## src/rtl/write_ptr_handler.sv

```systemverilog
// Write-domain side of an asynchronous FIFO: binary/Gray write pointer, two-flop
// read-pointer synchronizer, and registered Full/AlmostFull/WriteLevel/Overflow.
module write_ptr_handler #(
    parameter int ADDR_WIDTH = 5,
    parameter int AF_MARGIN  = 4
) (
    input  logic                  write_clk,
    input  logic                  rst_n,
    input  logic                  write_en,
    input  logic [ADDR_WIDTH:0]   ReadAddr_gray,
    output logic                  write_accept,
    output logic [ADDR_WIDTH-1:0] WriteAddr_bin,
    output logic [ADDR_WIDTH:0]   WriteAddr,
    output logic [ADDR_WIDTH:0]   sync_ReadAddr,
    output logic                  Full,
    output logic                  AlmostFull,
    output logic [ADDR_WIDTH:0]   WriteLevel,
    output logic                  Overflow
);

    localparam int              PW        = ADDR_WIDTH + 1;
    localparam int              DEPTH     = 1 << ADDR_WIDTH;
    localparam logic [PW-1:0]   AF_THRESH = PW'(DEPTH - AF_MARGIN);

    function automatic logic [PW-1:0] bin2gray(input logic [PW-1:0] b);
        return b ^ (b >> 1);
    endfunction

    function automatic logic [PW-1:0] gray2bin(input logic [PW-1:0] g);
        logic [PW-1:0] b;
        b[PW-1] = g[PW-1];
        for (int i = PW - 2; i >= 0; i--) begin
            b[i] = b[i+1] ^ g[i];
        end
        return b;
    endfunction

    logic [PW-1:0] r_wbin;
    logic [PW-1:0] r_wgray;
    logic [PW-1:0] r_sync1;
    logic [PW-1:0] r_sync_rd;
    logic          r_full;
    logic          r_almost_full;
    logic [PW-1:0] r_level;
    logic          r_overflow;

    logic          w_write_accept;
    logic [PW-1:0] w_wbin_next;
    logic [PW-1:0] w_wgray_next;
    logic [PW-1:0] w_rbin;
    logic [PW-1:0] w_full_gray;
    logic [PW-1:0] w_level_next;

    // Next-state pointer, level and full-compare values
    always_comb begin
        w_write_accept = write_en & ~r_full;
        w_wbin_next    = r_wbin + {{ADDR_WIDTH{1'b0}}, w_write_accept};
        w_wgray_next   = bin2gray(w_wbin_next);
        w_rbin         = gray2bin(r_sync_rd);
        // Full when write pointer is one lap ahead: top two Gray bits inverted
        w_full_gray    = {~r_sync_rd[ADDR_WIDTH:ADDR_WIDTH-1], r_sync_rd[ADDR_WIDTH-2:0]};
        w_level_next   = w_wbin_next - w_rbin;
    end

    // Pointer, synchronizer and flag registers
    always_ff @(posedge write_clk or negedge rst_n) begin
        if (!rst_n) begin
            r_wbin        <= {PW{1'b0}};
            r_wgray       <= {PW{1'b0}};
            r_sync1       <= {PW{1'b0}};
            r_sync_rd     <= {PW{1'b0}};
            r_full        <= 1'b0;
            r_almost_full <= 1'b0;
            r_level       <= {PW{1'b0}};
            r_overflow    <= 1'b0;
        end else begin
            r_wbin        <= w_wbin_next;
            r_wgray       <= w_wgray_next;
            r_sync1       <= ReadAddr_gray;
            r_sync_rd     <= r_sync1;
            r_full        <= (w_wgray_next == w_full_gray);
            r_almost_full <= (w_level_next >= AF_THRESH);
            r_level       <= w_level_next;
            r_overflow    <= write_en & r_full;
        end
    end

    assign write_accept  = w_write_accept;
    assign WriteAddr_bin = r_wbin[ADDR_WIDTH-1:0];
    assign WriteAddr     = r_wgray;
    assign sync_ReadAddr = r_sync_rd;
    assign Full          = r_full;
    assign AlmostFull    = r_almost_full;
    assign WriteLevel    = r_level;
    assign Overflow      = r_overflow;

endmodule
```

## config.mk

```make
export PLATFORM = sky130hd
export DESIGN_NAME = write_ptr_handler
export DESIGN_NICKNAME = d
export VERILOG_FILES = /design/src/rtl/write_ptr_handler.sv
export SDC_FILE = /design/constraint.sdc
export NUM_CORES = 1
export LEC_CHECK = 0
export BUFFER_PORTS_ARGS = -buffer_cell sky130_fd_sc_hd__buf_2
export CORE_MARGIN = 8
export CORE_UTILIZATION = 55
export CTS_BUF_LIST = sky130_fd_sc_hd__clkbuf_8
export DETAILED_ROUTE_END_ITERATION = 7
export GPL_TIMING_DRIVEN = 1
export PLACE_DENSITY = 0.81
export SLEW_MARGIN = 25
export SYNTH_ARGS = -nofsm -noshare
export SYNTH_HDL_FRONTEND = slang
export SYNTH_SLANG_ARGS = --single-unit
export TNS_END_PERCENT = 20
```

## constraint.sdc

```tcl
create_clock -name write_clk -period 3.2 [get_ports write_clk]
set_input_delay 0.32 -clock write_clk [delete_from_list [all_inputs] [get_ports write_clk]]
set_output_delay 0.32 -clock write_clk [all_outputs]
set_load 0.01 [all_outputs]
```

**After elaboration in Yosys (flattened, before gate mapping)**

Cells that the tools add are included.

- Equal/unequal tests: 1
- Bitwise gates (word level): 10
- $lt $le $gt $ge: 1
- Add/sub/neg operators: 2

Operators with widths:

| cell | number |
|---|---|
| $add A6 B1 Y6 | 1 |
| $eq A6 B6 Y1 | 1 |
| $ge A6 B5 Y1 const B | 1 |
| $sub A6 B6 Y6 | 1 |
| $xor A6 B5 Y6 | 1 |
| $xor A1 B1 Y1 | 5 |
| $and A1 B1 Y1 | 2 |
| $not A2 Y2 | 1 |
| $not A1 Y1 | 1 |

- Bits in registers: 33
- Logic and storage cells: 22

**Depth between registers and ports, before layout**

Gate-level depths: netlist of the first run.

- Depth after elaboration: 7
- Mapped depth: 12
- Depth with buffers taken out: 12

**Worst setup path before layout of the first run**

No wires, ideal clock.

- Path kind: register to register
- Start: register r_sync_rd[5] (netlist: sync_ReadAddr[5])
- End: register r_almost_full (netlist: AlmostFull)
- Path slack: 0.263 ns
- Period minus slack after synthesis: 2.937 ns
- Buffers on the path: 0
- Library setup time: 0.124 ns
- Arrival time: 2.813 ns
- Cell stages (with the launch flop): 13
- Path through: dfrtp_1 > xnor2_2 > xor2_2 > xor2_2 > xor2_2 > xnor2_1 > ha_1 > fa_1 > xnor2_1 > a31oi_1 > and3_1 > o2bb2ai_1 > a211o_1

- Word-level cells in the longest chain between the ends: 7

Ends and longest elaborated chain:

| what | line | RTL |
|---|---|---|
| from (decl) | 41 | `logic [PW-1:0] r_sync_rd;` |
| from (signal assigned) | 71 | `r_sync_rd <= {PW{1'b0}};` |
| from (signal assigned) | 80 | `r_sync_rd <= r_sync1;` |
| $xor A1 B1 Y1 (*) (3 in a row) | 33 | `b[i] = b[i+1] ^ g[i];` |
| $xor A1 B1 Y1 (2 in a row) | 33 |  |
| $sub A6 B6 Y6 (*) | 62 | `w_level_next = w_wbin_next - w_rbin;` |
| named net w_level_next[2] | 52 | `logic [PW-1:0] w_level_next;` |
| $ge A6 B5 Y1 (*) | 82 | `r_almost_full <= (w_level_next >= AF_THRESH);` |
| to (signal assigned) | 82 |  |
| to (decl) | 43 | `logic r_almost_full;` |

Mark *: on every way through the listed nets, which the timed path passes. The rest lies on a longest branch.

**Worst setup path after layout of the first run**

- Start: register r_sync_rd[4] (netlist: sync_ReadAddr[4])
- End: register r_almost_full (netlist: AlmostFull)

The elaborated chain is that of the path after synthesis.

==> results.py, run 1 <==
metrics = {
    "die": {
        "fp.dieH_um": 68.8,
        "core_um2": 2710,
        "initial_core_util_pct": 56.6,
        "die_w_um": 68.8,
        "pin_count": 36,
        "rows": 19,
        "die_area_um2": 4730,
    },
    "placement": {
        "dpl.hpwl_um": 2260,
        "numPortBuffers": 35,
        "placedInstanceArea_um2": 1740,
        "gp_congestion": 0.798,
        "place_ws_ns": 0.0509,
        "placedCellCount": 184,
    },
    "route": {
        "drc_errors": 0,
        "ant_nets": 0,
        "wire_per_inst_um": 15.5,
        "routed_via_density": 5.27,
        "routed_wl_um": 3030,
        "num_vias": 1033,
        "drtIter0Drc": 59,
        "first_pass_iters": 4,
    },
    "setup_path": {
        "slowest_delay_ns": 0.42,
        "arrival_ns": 3.30,
        "r2r-start": "sync_ReadAddr[4]$_DFF_PN0_",
        "crit_path_top_delay_cell": "dfrtp_1",
        "crit_family": "XOR/XNOR gates",
        "critPathRequiredTime_ns": 3.36,
        "reg2reg_to": "AlmostFull$_DFF_PN0_",
        "cpMostUsedCell": "xor2_2",
        "cp_max_fo": 5,
        "rrSetupSlack_ns": 0.05,
        "crit_type": "flop to flop",
        "cp_num_buf_inv": 0,
        "cp-start-kind": "flop",
        "reg2reg_depth": 12,
        "crit_chain": "xnor2_2, xor2_2, xor2_2, xor2_2, xnor2_1, ha_2, fa_2, xnor2_2, a31oi_1, and3_1, o2bb2ai_1, a211o_1",
        "cp-end-kind": "flop",
    },
    "sta": {
        "setup_ws_ns": 0.0542,
        "maxSlewViolCount": 0,
        "hold_violations": 0,
        "post-route-period-util_pct": 98.3,
        "finalSetupViolations": 0,
        "relSlewSlack_pct": 55.2,
        "skew_ns": 0.00462,
        "tightest_slew_ns": 0.671,
        "fmax_mhz": 318,
        "period_needed_ns": 3.15,
    },
    "final_layout": {
        "final_cell_mix": "buf_2 (35), dfrtp_1 (32), xnor2_1 (13)",
        "final_common_cell": "buf_2",
        "drive_above_1_share_pct": 33.3,
        "area_growth_pct": 22.1,
        "stdcell_count": 196,
        "final_util_pct": 69.1,
        "antenna_cells": 0,
        "fin_nets": 181,
        "final_area_um2": 1870,
        "final.fill_count": 199,
    },
    "clock_tree": {
        "ctsLongestPathBuffers": 2,
        "worstSkewPairLatency_ns": 0.28,
        "clockRootBuffer": "clkbuf_8",
        "cts_tree": "done",
        "h-tree-depth": 2,
        "cts_made_buffers": 5,
        "clk_pin_slew_ns": 0.06,
        "cts.sinks": 32,
    },
    "yosys": {
        "synthesis.nets": 137,
        "synthesis.area_um2": 1530,
        "synth_cell_types": 39,
        "avgSynthCellArea_um2": 12.8,
        "yosys_warnings": 0,
        "synthCells": 120,
        "synth-seq-area-share_pct": 52.2,
        "synth-seq-cells": 32,
    },
    "global_route": {
        "grt_max_degree": 33,
        "grt_pass1_wl_um": 4840,
        "grt_overflow": 0,
        "grt_pass1_vias": 1076,
        "antenna_found_initial": 0,
        "grt_use_total_pct": 13.8,
    },
    "worst_hold_path": {
        "min_path_type": "input port to asynchronous set/reset pin",
    },
    "power": {
        "power_w": 0.00217,
        "power.density_nw_per_um2": 1160,
        "ir_worst_vdd_uv": 730,
        "p_leak_nw": 0.931,
    },
    "run_status": {
        "status": "complete, no violations",
    },
    "job": {
        "max_cap_violations": 0,
    },
}
[kinds of logic after synthesis]
group / share of synthesized area, %
AO/OA/AOI/OAI: 8.16
buffers and inverters: 3.43
adder cells (fa/ha/maj): 7.02
AND/OR/NAND/NOR: 8.49
multiplexers: 0.653
XOR/XNOR: 20.0
flip-flops: 52.2
[per-layer routing]
| layer | global-route usage (%) | share of wire, % | vias to the layer above |
|---|---|---|---|
| met4 | 6.77 | 1.2 | 0 |
| met5 | 0 | 0 | - |
| li1 | - | - | 491 |
| met1 | 15.7 | 38 | 513 |
| met3 | 5.17 | 7.7 | 5 |
| met2 | 22.6 | 53 | 24 |
[power by group]
group          switching [W]  internal, W
Sequential         0.0000938     0.000550
Clock               0.000133     0.000169
Combinational       0.000648     0.000577
[synthesized netlist by cell type]
cell       number  share of area, %
nand4b_1        1              0.57
o21a_1          1              0.49
buf_2           2              0.65
xnor2_1        14               8.0
nor2_1          1              0.24
a31oi_1         1              0.41
o211ai_1        1              0.49
inv_1          10               2.4
a211oi_1        1              0.49
dfrtp_1        32                52
nand2b_1        1              0.41
xnor3_1         1               1.5
nand4_1         1              0.41
a21boi_0        1              0.49
a21oi_1         4               1.3
a32oi_1         1              0.57
o2111ai_1       1              0.57
nor4b_1         1              0.57
xor3_4          1               1.8
xor2_1          6               3.4
xor2_2          4               4.2
and2_1          2              0.82
nand2_1         2              0.49
a211o_1         1              0.57
and3_1          2              0.82
nor2b_1         4               1.6
clkbuf_2        1              0.33
mux2i_1         1              0.65
xnor2_2         1               1.1
o21ai_0         2              0.65
or3_1           2              0.82
ha_1            7               5.7
fa_1            1               1.3
a21o_1          2              0.98
and3b_1         1              0.57
o2bb2ai_1       1              0.57
o32ai_1         1              0.57
nand3b_1        1              0.49
nand3_1         2              0.65
[registers in the layout (all words and copies together), names as in the netlist]
register       count
Full               1
WriteAddr          5
sync_ReadAddr      6
r_sync1            6
r_wbin             6
AlmostFull         1
Overflow           1
WriteLevel         6
[repair_timing]
action                     CTS  global route
setup endpoints to repair    0             1
hold buffers                 0             0
buffers inserted             0             4
resized for setup            0             3
[metrics by stage]
stage / hold slack [ns] / setup TNS (ns)
3_5_place_dp: 0.335 / 0
6_report: 0.0763 / 0
3_3_place_gp: 0.332 / 0
4_1_cts: 0.0912 / 0
2_1_floorplan: 0.0244 / 0
5_1_grt: 0.132 / -0.0485
[area by class of cell]
cell class	count	area, um^2	area share, %
Clock inverter	2	7.51	0.401
Clock buffer	6	82.6	4.41
Timing Repair Buffer	40	213	11.4
Sequential cell	32	801	42.8
Inverter	10	37.5	2.01
Multi-Input combinational cell	75	692	37.0
Tap cell	31	38.8	2.07
[worst max-delay path by stage]
stage	start	endpoint	slack [ns]	cells after the start
final	sync_ReadAddr[4]$_DFF_PN0_	AlmostFull$_DFF_PN0_	0.05	12
after global routing	sync_ReadAddr[4]$_DFF_PN0_	AlmostFull$_DFF_PN0_	-0.05	12
after CTS	sync_ReadAddr[5]$_DFF_PN0_	AlmostFull$_DFF_PN0_	0.002	12
after detailed placement	sync_ReadAddr[5]$_DFF_PN0_	AlmostFull$_DFF_PN0_	0.05	12
after global placement	sync_ReadAddr[5]$_DFF_PN0_	AlmostFull$_DFF_PN0_	0.19	12
after floorplan	sync_ReadAddr[5]$_DFF_PN0_	AlmostFull$_DFF_PN0_	0.26	12
Note: power is estimated with default switching activity, not from simulation.
==> run 2: changes to the inputs <==
--- a/config.mk
+++ b/config.mk
@@ -5,6 +5,7 @@
 export SDC_FILE = /design/constraint.sdc
 export NUM_CORES = 1
 export LEC_CHECK = 0
+export ABC_AREA = 1
 export BUFFER_PORTS_ARGS = -buffer_cell sky130_fd_sc_hd__buf_2
 export CORE_MARGIN = 8
 export CORE_UTILIZATION = 55
==> run 2 against run 1 <==
Register-to-register slack gained 0.61 ns; clock-buffer cell count grew 1; setup slack gained 0.61 ns; die area grew 0.38%; global-route usage grew 2.2 points; power shrank 8.2%; sequential power shrank 3.4%; largest cell class unchanged; largest power group unchanged.
==> results.py, run 2 <==
metrics = {
    "yosys": {
        "synth_fa_ha_area_share_pct": 6.99,
        "synth_ff_type": "dfrtp_1",
        "synthTopCellsByArea": "dfrtp_1 (52%), nand2_1 (11%), nand3_1 (8.8%)",
        "synth_compound_gate_area_share_pct": 2.92,
        "synth_commonest_cells": "nand2_1 (44), dfrtp_1 (32), nand3_1 (27)",
        "synth_edf_count": 0,
        "synthesis.nets": 185,
        "synthesis.area_um2": 1540,
        "synth.most_common_cell": "nand2_1",
        "synth-xor-area-share_pct": 1.71,
        "avgSynthCellArea_um2": 9.17,
        "synthCells": 168,
        "synth_area_leader_cell": "dfrtp_1",
        "synth_top_family_by_area": "simple AND/OR/NAND/NOR gates",
        "yosys_warnings": 0,
        "ys_async_sr_fraction_pct": 100,
        "synth-seq-area-share_pct": 52.0,
        "synth_top_area_share_pct": 52.0,
        "synth-simple-area-share_pct": 29.7,
        "synth.area.mux_share_pct": 0,
        "synth_cell_types": 22,
        "synth-seq-cells": 32,
    },
    "route": {
        "drc_errors": 0,
        "wire_per_inst_um": 13.6,
        "routed_via_density": 5.20,
        "num_vias": 1253,
        "routed_wl_um": 3280,
        "ant_nets": 0,
        "first_pass_iters": 4,
        "drtIter0Drc": 71,
    },
    "sta": {
        "whs_ns": 0.0665,
        "rsz0062_at_grt": "no",
        "maxSlewViolCount": 0,
        "post-route-period-util_pct": 79.2,
        "period_needed_ns": 2.53,
        "tightest_slew_ns": 0.670,
        "fmax_mhz": 395,
        "hold_violations": 0,
        "relSlewSlack_pct": 55.4,
        "skew_ns": 0.00576,
        "fin_tns_setup_ns": 0,
        "finalSetupViolations": 0,
    },
    "clock_tree": {
        "postCtsSetupBuffers": 0,
        "post_cts_resized": 0,
        "clk_pin_slew_ns": 0.07,
        "cts_made_buffers": 5,
        "holdBufCountCts": 0,
        "cts.sinks": 32,
        "clockRootBuffer": "clkbuf_8",
        "h-tree-depth": 2,
        "ctsLongestPathBuffers": 2,
        "cts_tree": "done",
        "worstSkewPairLatency_ns": 0.29,
    },
    "setup_path": {
        "rrSetupSlack_ns": 0.67,
        "r2r-start": "sync_ReadAddr[5]$_DFF_PN0_",
        "cp_max_fo": 4,
        "crit_type": "flop to flop",
        "cp_num_buf_inv": 1,
        "cp-start-kind": "flop",
        "crit_family": "simple AND/OR/NAND/NOR gates",
        "critPathRequiredTime_ns": 3.42,
        "crit_path_top_delay_cell": "fa_1",
        "reg2reg_depth": 17,
        "cpMostUsedCell": "nand2_1",
        "cp-end-kind": "flop",
        "reg2reg_to": "AlmostFull$_DFF_PN0_",
        "slowest_delay_ns": 0.41,
        "arrival_ns": 2.75,
        "crit_chain": "inv_1, nand2_1, nand2_1, nand2_1, nand2_2, nand2_1, nand2_1, nand2_1, nand2_2, nand2_1, nand2_1, ha_1, fa_1, o21ai_0, xor2_1, nand3_1, nand3_1",
    },
    "final_layout": {
        "area_growth_pct": 21.6,
        "antenna_cells": 0,
        "drive_above_1_share_pct": 28.1,
        "final_cell_mix": "nand2_1 (44), buf_2 (35), dfrtp_1 (32)",
        "final_common_cell": "nand2_1",
        "fin_nets": 226,
    },
    "global_route": {
        "grt_use_total_pct": 16.0,
        "grt_pass1_wl_um": 5620,
        "antenna_found_initial": 0,
        "grt_pass1_vias": 1289,
        "grt_overflow": 0,
        "grt_max_degree": 33,
    },
    "die": {
        "die_area_um2": 4750,
        "die_w_um": 68.9,
        "core_um2": 2710,
        "pin_count": 36,
        "initial_core_util_pct": 56.8,
        "rows": 19,
        "fp.dieH_um": 68.9,
    },
    "job": {
        "max_cap_violations": 0,
    },
    "run_status": {
        "status": "complete, no violations",
    },
    "worst_hold_path": {
        "min_path_type": "input port to asynchronous set/reset pin",
    },
    "placement": {
        "gp_congestion": 0.870,
        "numPortBuffers": 35,
        "dpl.hpwl_um": 2520,
    },
    "power": {
        "power.density_nw_per_um2": 1060,
        "ir_worst_vdd_uv": 728,
        "p_leak_nw": 1.03,
    },
}
-- run 2: cell count changes after synthesis, moves of 4 or more --
cell	previous run	this run
nand2_2	0	6
nand3_1	2	27
inv_1	10	24
nand3_2	0	4
nor2b_1	4	0
nand4_1	1	5
nand2_1	2	44
xor2_1	6	1
xnor2_1	14	2
xor2_2	4	0
-- run 2: through the flow --
stage          total power (W)  area (um^2)  cells  setup slack, ns  utilization (%)
2_1_floorplan          0.00130         1540    168            0.780                -
3_3_place_gp           0.00154         1750    233            0.786             64.5
3_5_place_dp           0.00157         1750    233            0.677             64.5
4_1_cts                0.00200         1870    241            0.681             69.1
5_1_grt                0.00216         1870    241            0.439             69.1
6_report               0.00199         1870    241            0.667             69.1
-- run 2: layer usage --
layer | vias up | GRT usage, % | wire length, um
met4 | 0 | 5.76 | 48
met2 | 40 | 26.9 | 1610
met1 | 587 | 18.2 | 1360
li1 | 620 | - | -
met5 | - | 0 | 0
met3 | 6 | 5.98 | 264
-- run 2: kinds of logic after synthesis --
kind of cell | Yosys count
AO/OA/AOI/OAI | 7
XOR/XNOR | 3
adder cells (fa/ha/maj) | 8
buffers and inverters | 26
flip-flops | 32
AND/OR/NAND/NOR | 92
-- run 2: area by class of cell --
class                      instances  area, um^2
clock buffer                       7        96.3
clock inverter                     1        30.0
fill                             219         837
inverter                          25        95.1
multi-input combinational        110         637
sequential                        32         801
tap                               31        38.8
timing repair buffer              35         175
-- run 2: worst max path at each step --
stage,cells after the start,from,slack (ns),end
final,17,sync_ReadAddr[5]$_DFF_PN0_,0.67,AlmostFull$_DFF_PN0_
after global placement,16,sync_ReadAddr[5]$_DFF_PN0_,0.79,AlmostFull$_DFF_PN0_
after detailed placement,15,write_en,0.68,AlmostFull$_DFF_PN0_
after floorplan,13,Full$_DFF_PN0_,0.78,AlmostFull$_DFF_PN0_
after CTS,17,sync_ReadAddr[5]$_DFF_PN0_,0.68,AlmostFull$_DFF_PN0_
after global routing,17,sync_ReadAddr[4]$_DFF_PN0_,0.44,AlmostFull$_DFF_PN0_
-- run 2: where the power goes --
part           total, W  internal, W  switching, W
combinational  0.000954     0.000352      0.000601
sequential     0.000622     0.000538     0.0000837
clock          0.000417     0.000274      0.000143
==> run 3: changes to the inputs <==
--- a/config.mk
+++ b/config.mk
@@ -8,11 +8,11 @@
 export ABC_AREA = 1
 export BUFFER_PORTS_ARGS = -buffer_cell sky130_fd_sc_hd__buf_2
 export CORE_MARGIN = 8
-export CORE_UTILIZATION = 55
+export CORE_UTILIZATION = 50
 export CTS_BUF_LIST = sky130_fd_sc_hd__clkbuf_8
 export DETAILED_ROUTE_END_ITERATION = 7
 export GPL_TIMING_DRIVEN = 1
-export PLACE_DENSITY = 0.81
+export PLACE_DENSITY = 0.78
 export SLEW_MARGIN = 25
 export SYNTH_ARGS = -nofsm -noshare
 export SYNTH_HDL_FRONTEND = slang
==> constraint.sdc (replaced) <==
create_clock -name write_clk -period 2.05 [get_ports write_clk]
set_input_delay 0.205 -clock write_clk [delete_from_list [all_inputs] [get_ports write_clk]]
set_output_delay 0.205 -clock write_clk [all_outputs]
set_load 0.01 [all_outputs]
==> run 3 against run 2 <==
The flow now finishes with violations (setup timing); cell count up 12%; utilization up 4.1 points; non-clock buffer count up 28; routed wire length up 18%; combinational power up 110%; sequential share of layout area down 6.3 points; sequential power up 55%; clock power up 13%; first-iteration DRC count up 9.9%; setup slack worse by 0.96 ns; critical endpoint unchanged.
==> results.py, run 3 (synthesis gave the netlist of run 2 again) <==
metrics = {
    "setup_path": {
        "crit_family": "simple AND/OR/NAND/NOR gates",
        "cp_max_fo": 4,
        "crit_chain": "inv_2, nand2_4, nand2_4, nand2_4, nand2_2, nand2_4, nand2_4, nand2_4, nand2_4, nand2_2, nand2_2, ha_4, fa_2, o21ai_2, xor2_1, nand3_1, nand3_1",
        "cp_num_buf_inv": 1,
        "crit_type": "flop to flop",
        "critPathLaunch": "sync_ReadAddr[4]$_DFF_PN0_",
        "cp-start-kind": "flop",
        "cpMostUsedCell": "nand2_4",
        "rrSetupSlack_ns": -0.29,
        "slowest_delay_ns": 0.43,
        "critPathRequiredTime_ns": 2.26,
        "r2r-start": "sync_ReadAddr[4]$_DFF_PN0_",
        "crit_path_top_delay_cell": "dfrtp_1",
        "arrival_ns": 2.56,
        "cp-end-kind": "flop",
        "worstSetupPathDepth": 17,
        "reg2reg_depth": 17,
    },
    "route": {
        "drtIter0Drc": 78,
        "num_vias": 1406,
        "routed_via_density": 5.19,
        "drc_errors": 0,
        "wire_per_inst_um": 14.3,
        "routed_wl_um": 3880,
        "first_pass_iters": 4,
        "ant_nets": 0,
    },
    "power": {
        "p_leak_nw": 1.20,
        "power.density_nw_per_um2": 1560,
        "ir_worst_vdd_uv": 1130,
    },
    "sta": {
        "rsz0062_at_grt": "yes",
        "maxSlewViolCount": 0,
        "finalSetupViolations": 6,
        "tightest_slew_ns": 0.693,
        "setup_ws_ns": -0.292,
        "fin_tns_setup_ns": -0.792,
        "skew_ns": 0.00570,
        "period_needed_ns": 2.34,
        "fmax_mhz": 427,
        "relSlewSlack_pct": 53.8,
        "post-route-period-util_pct": 114,
        "hold_violations": 0,
    },
    "run_status": {
        "violations": "setup timing",
        "status": "finished with violations",
    },
    "final_layout": {
        "fin_nets": 254,
        "final.fill_count": 209,
        "final_common_cell": "buf_2",
        "area_growth_pct": 42.8,
        "final_cell_mix": "buf_2 (35), nand2_1 (34), dfrtp_1 (32)",
        "drive_above_1_share_pct": 47.1,
        "final_area_um2": 2200,
        "antenna_cells": 0,
    },
    "clock_tree": {
        "clk_pin_slew_ns": 0.06,
        "clockRootBuffer": "clkbuf_8",
        "ctsLongestPathBuffers": 2,
        "cts_tree": "done",
        "h-tree-depth": 2,
        "cts_made_buffers": 5,
        "worstSkewPairLatency_ns": 0.28,
        "cts.sinks": 32,
    },
    "die": {
        "core_um2": 3000,
        "rows": 20,
        "pin_count": 36,
        "initial_core_util_pct": 51.3,
        "die_w_um": 71.5,
        "fp.dieH_um": 71.5,
        "die_area_um2": 5110,
    },
    "placement": {
        "gp_congestion": 0.862,
        "dpl.hpwl_um": 2800,
        "placedInstanceArea_um2": 1970,
        "numPortBuffers": 35,
    },
    "worst_hold_path": {
        "min_path_cells": 1,
        "hp-start": "ReadAddr_gray[3]",
        "min_path_type": "input port to flop",
    },
    "global_route": {
        "grt_pass1_vias": 1445,
        "grt_pass1_wl_um": 6290,
        "grt_overflow": 0,
        "antenna_found_initial": 0,
        "grt_max_degree": 33,
        "grt_use_total_pct": 15.9,
    },
    "job": {
        "max_cap_violations": 0,
    },
}
## run 3: final timing paths
kind / end
setup reg to reg: AlmostFull$_DFF_PN0_
min in group asynchronous: sync_ReadAddr[3]$_DFF_PN0_
max in group asynchronous: WriteLevel[0]$_DFF_PN0_
hold / removal: r_sync1[3]$_DFF_PN0_
hold reg to reg: sync_ReadAddr[2]$_DFF_PN0_
setup / recovery: AlmostFull$_DFF_PN0_
## run 3: what timing repair did
action / 4_1_cts / 5_1_grt
resized for setup: 13 / 11
pin swaps: 11 / 8
setup endpoints to repair: 6 / 7
hold buffers: 1 / 0
gates cloned: 0 / 0
buffers inserted: 4 / 1
endpoints found under the hold margin: 32 / 0
## run 3: area by class of cell
class	count	area, um^2	share of cell area [%]
multi-input combinational	110	785	35.7
clock buffer	6	82.6	3.75
inverter	25	95.1	4.32
timing repair buffer	63	388	17.6
sequential	32	801	36.4
tap	33	41.3	1.88
clock inverter	2	7.51	0.341
## run 3: per-stage QoR
step | setup slack, ns | power [W] | hold slack (ns) | utilization (%) | std cells
finish | -0.292 | 0.00344 | 0.0306 | 73.3 | 271
global route | -0.423 | 0.00372 | 0.00945 | 73.3 | 271
CTS | -0.271 | 0.00335 | 0.0181 | 71.5 | 270
detailed placement | -0.318 | 0.00282 | 0.300 | 65.6 | 257
global placement | -0.130 | 0.00275 | 0.271 | 65.6 | 257
floorplan | -0.124 | 0.00211 | -0.0906 | - | 168
## run 3: worst reg2reg max path, stage by stage (launching register included)
cell and delay, ns:
dfrtp_1 0.43, inv_2 0.08, nand2_4 0.10, nand2_4 0.07
nand2_4 0.08, nand2_2 0.07, nand2_4 0.08, nand2_4 0.07
nand2_4 0.07, nand2_4 0.05, nand2_2 0.06, nand2_2 0.06
ha_4 0.17, fa_2 0.38, o21ai_2 0.14, xor2_1 0.19
nand3_1 0.09, nand3_1 0.07
## run 3: layer usage
layer  routed length [um]  vias up  GRT usage [%]
li1                     -      680              -
met4                  139        0           9.07
met3                  254       15           6.83
met2                 1980       56           26.4
met1                 1510      655           16.3
met5                    0        -              0
## run 3: report_power, final
group	switching, W	total, W	leakage [nW]	internal (W)
Sequential	0.000123	0.000963	0.382	0.000841
Clock	0.000209	0.000472	0.0538	0.000263
Combinational	0.00110	0.00200	0.760	0.000902
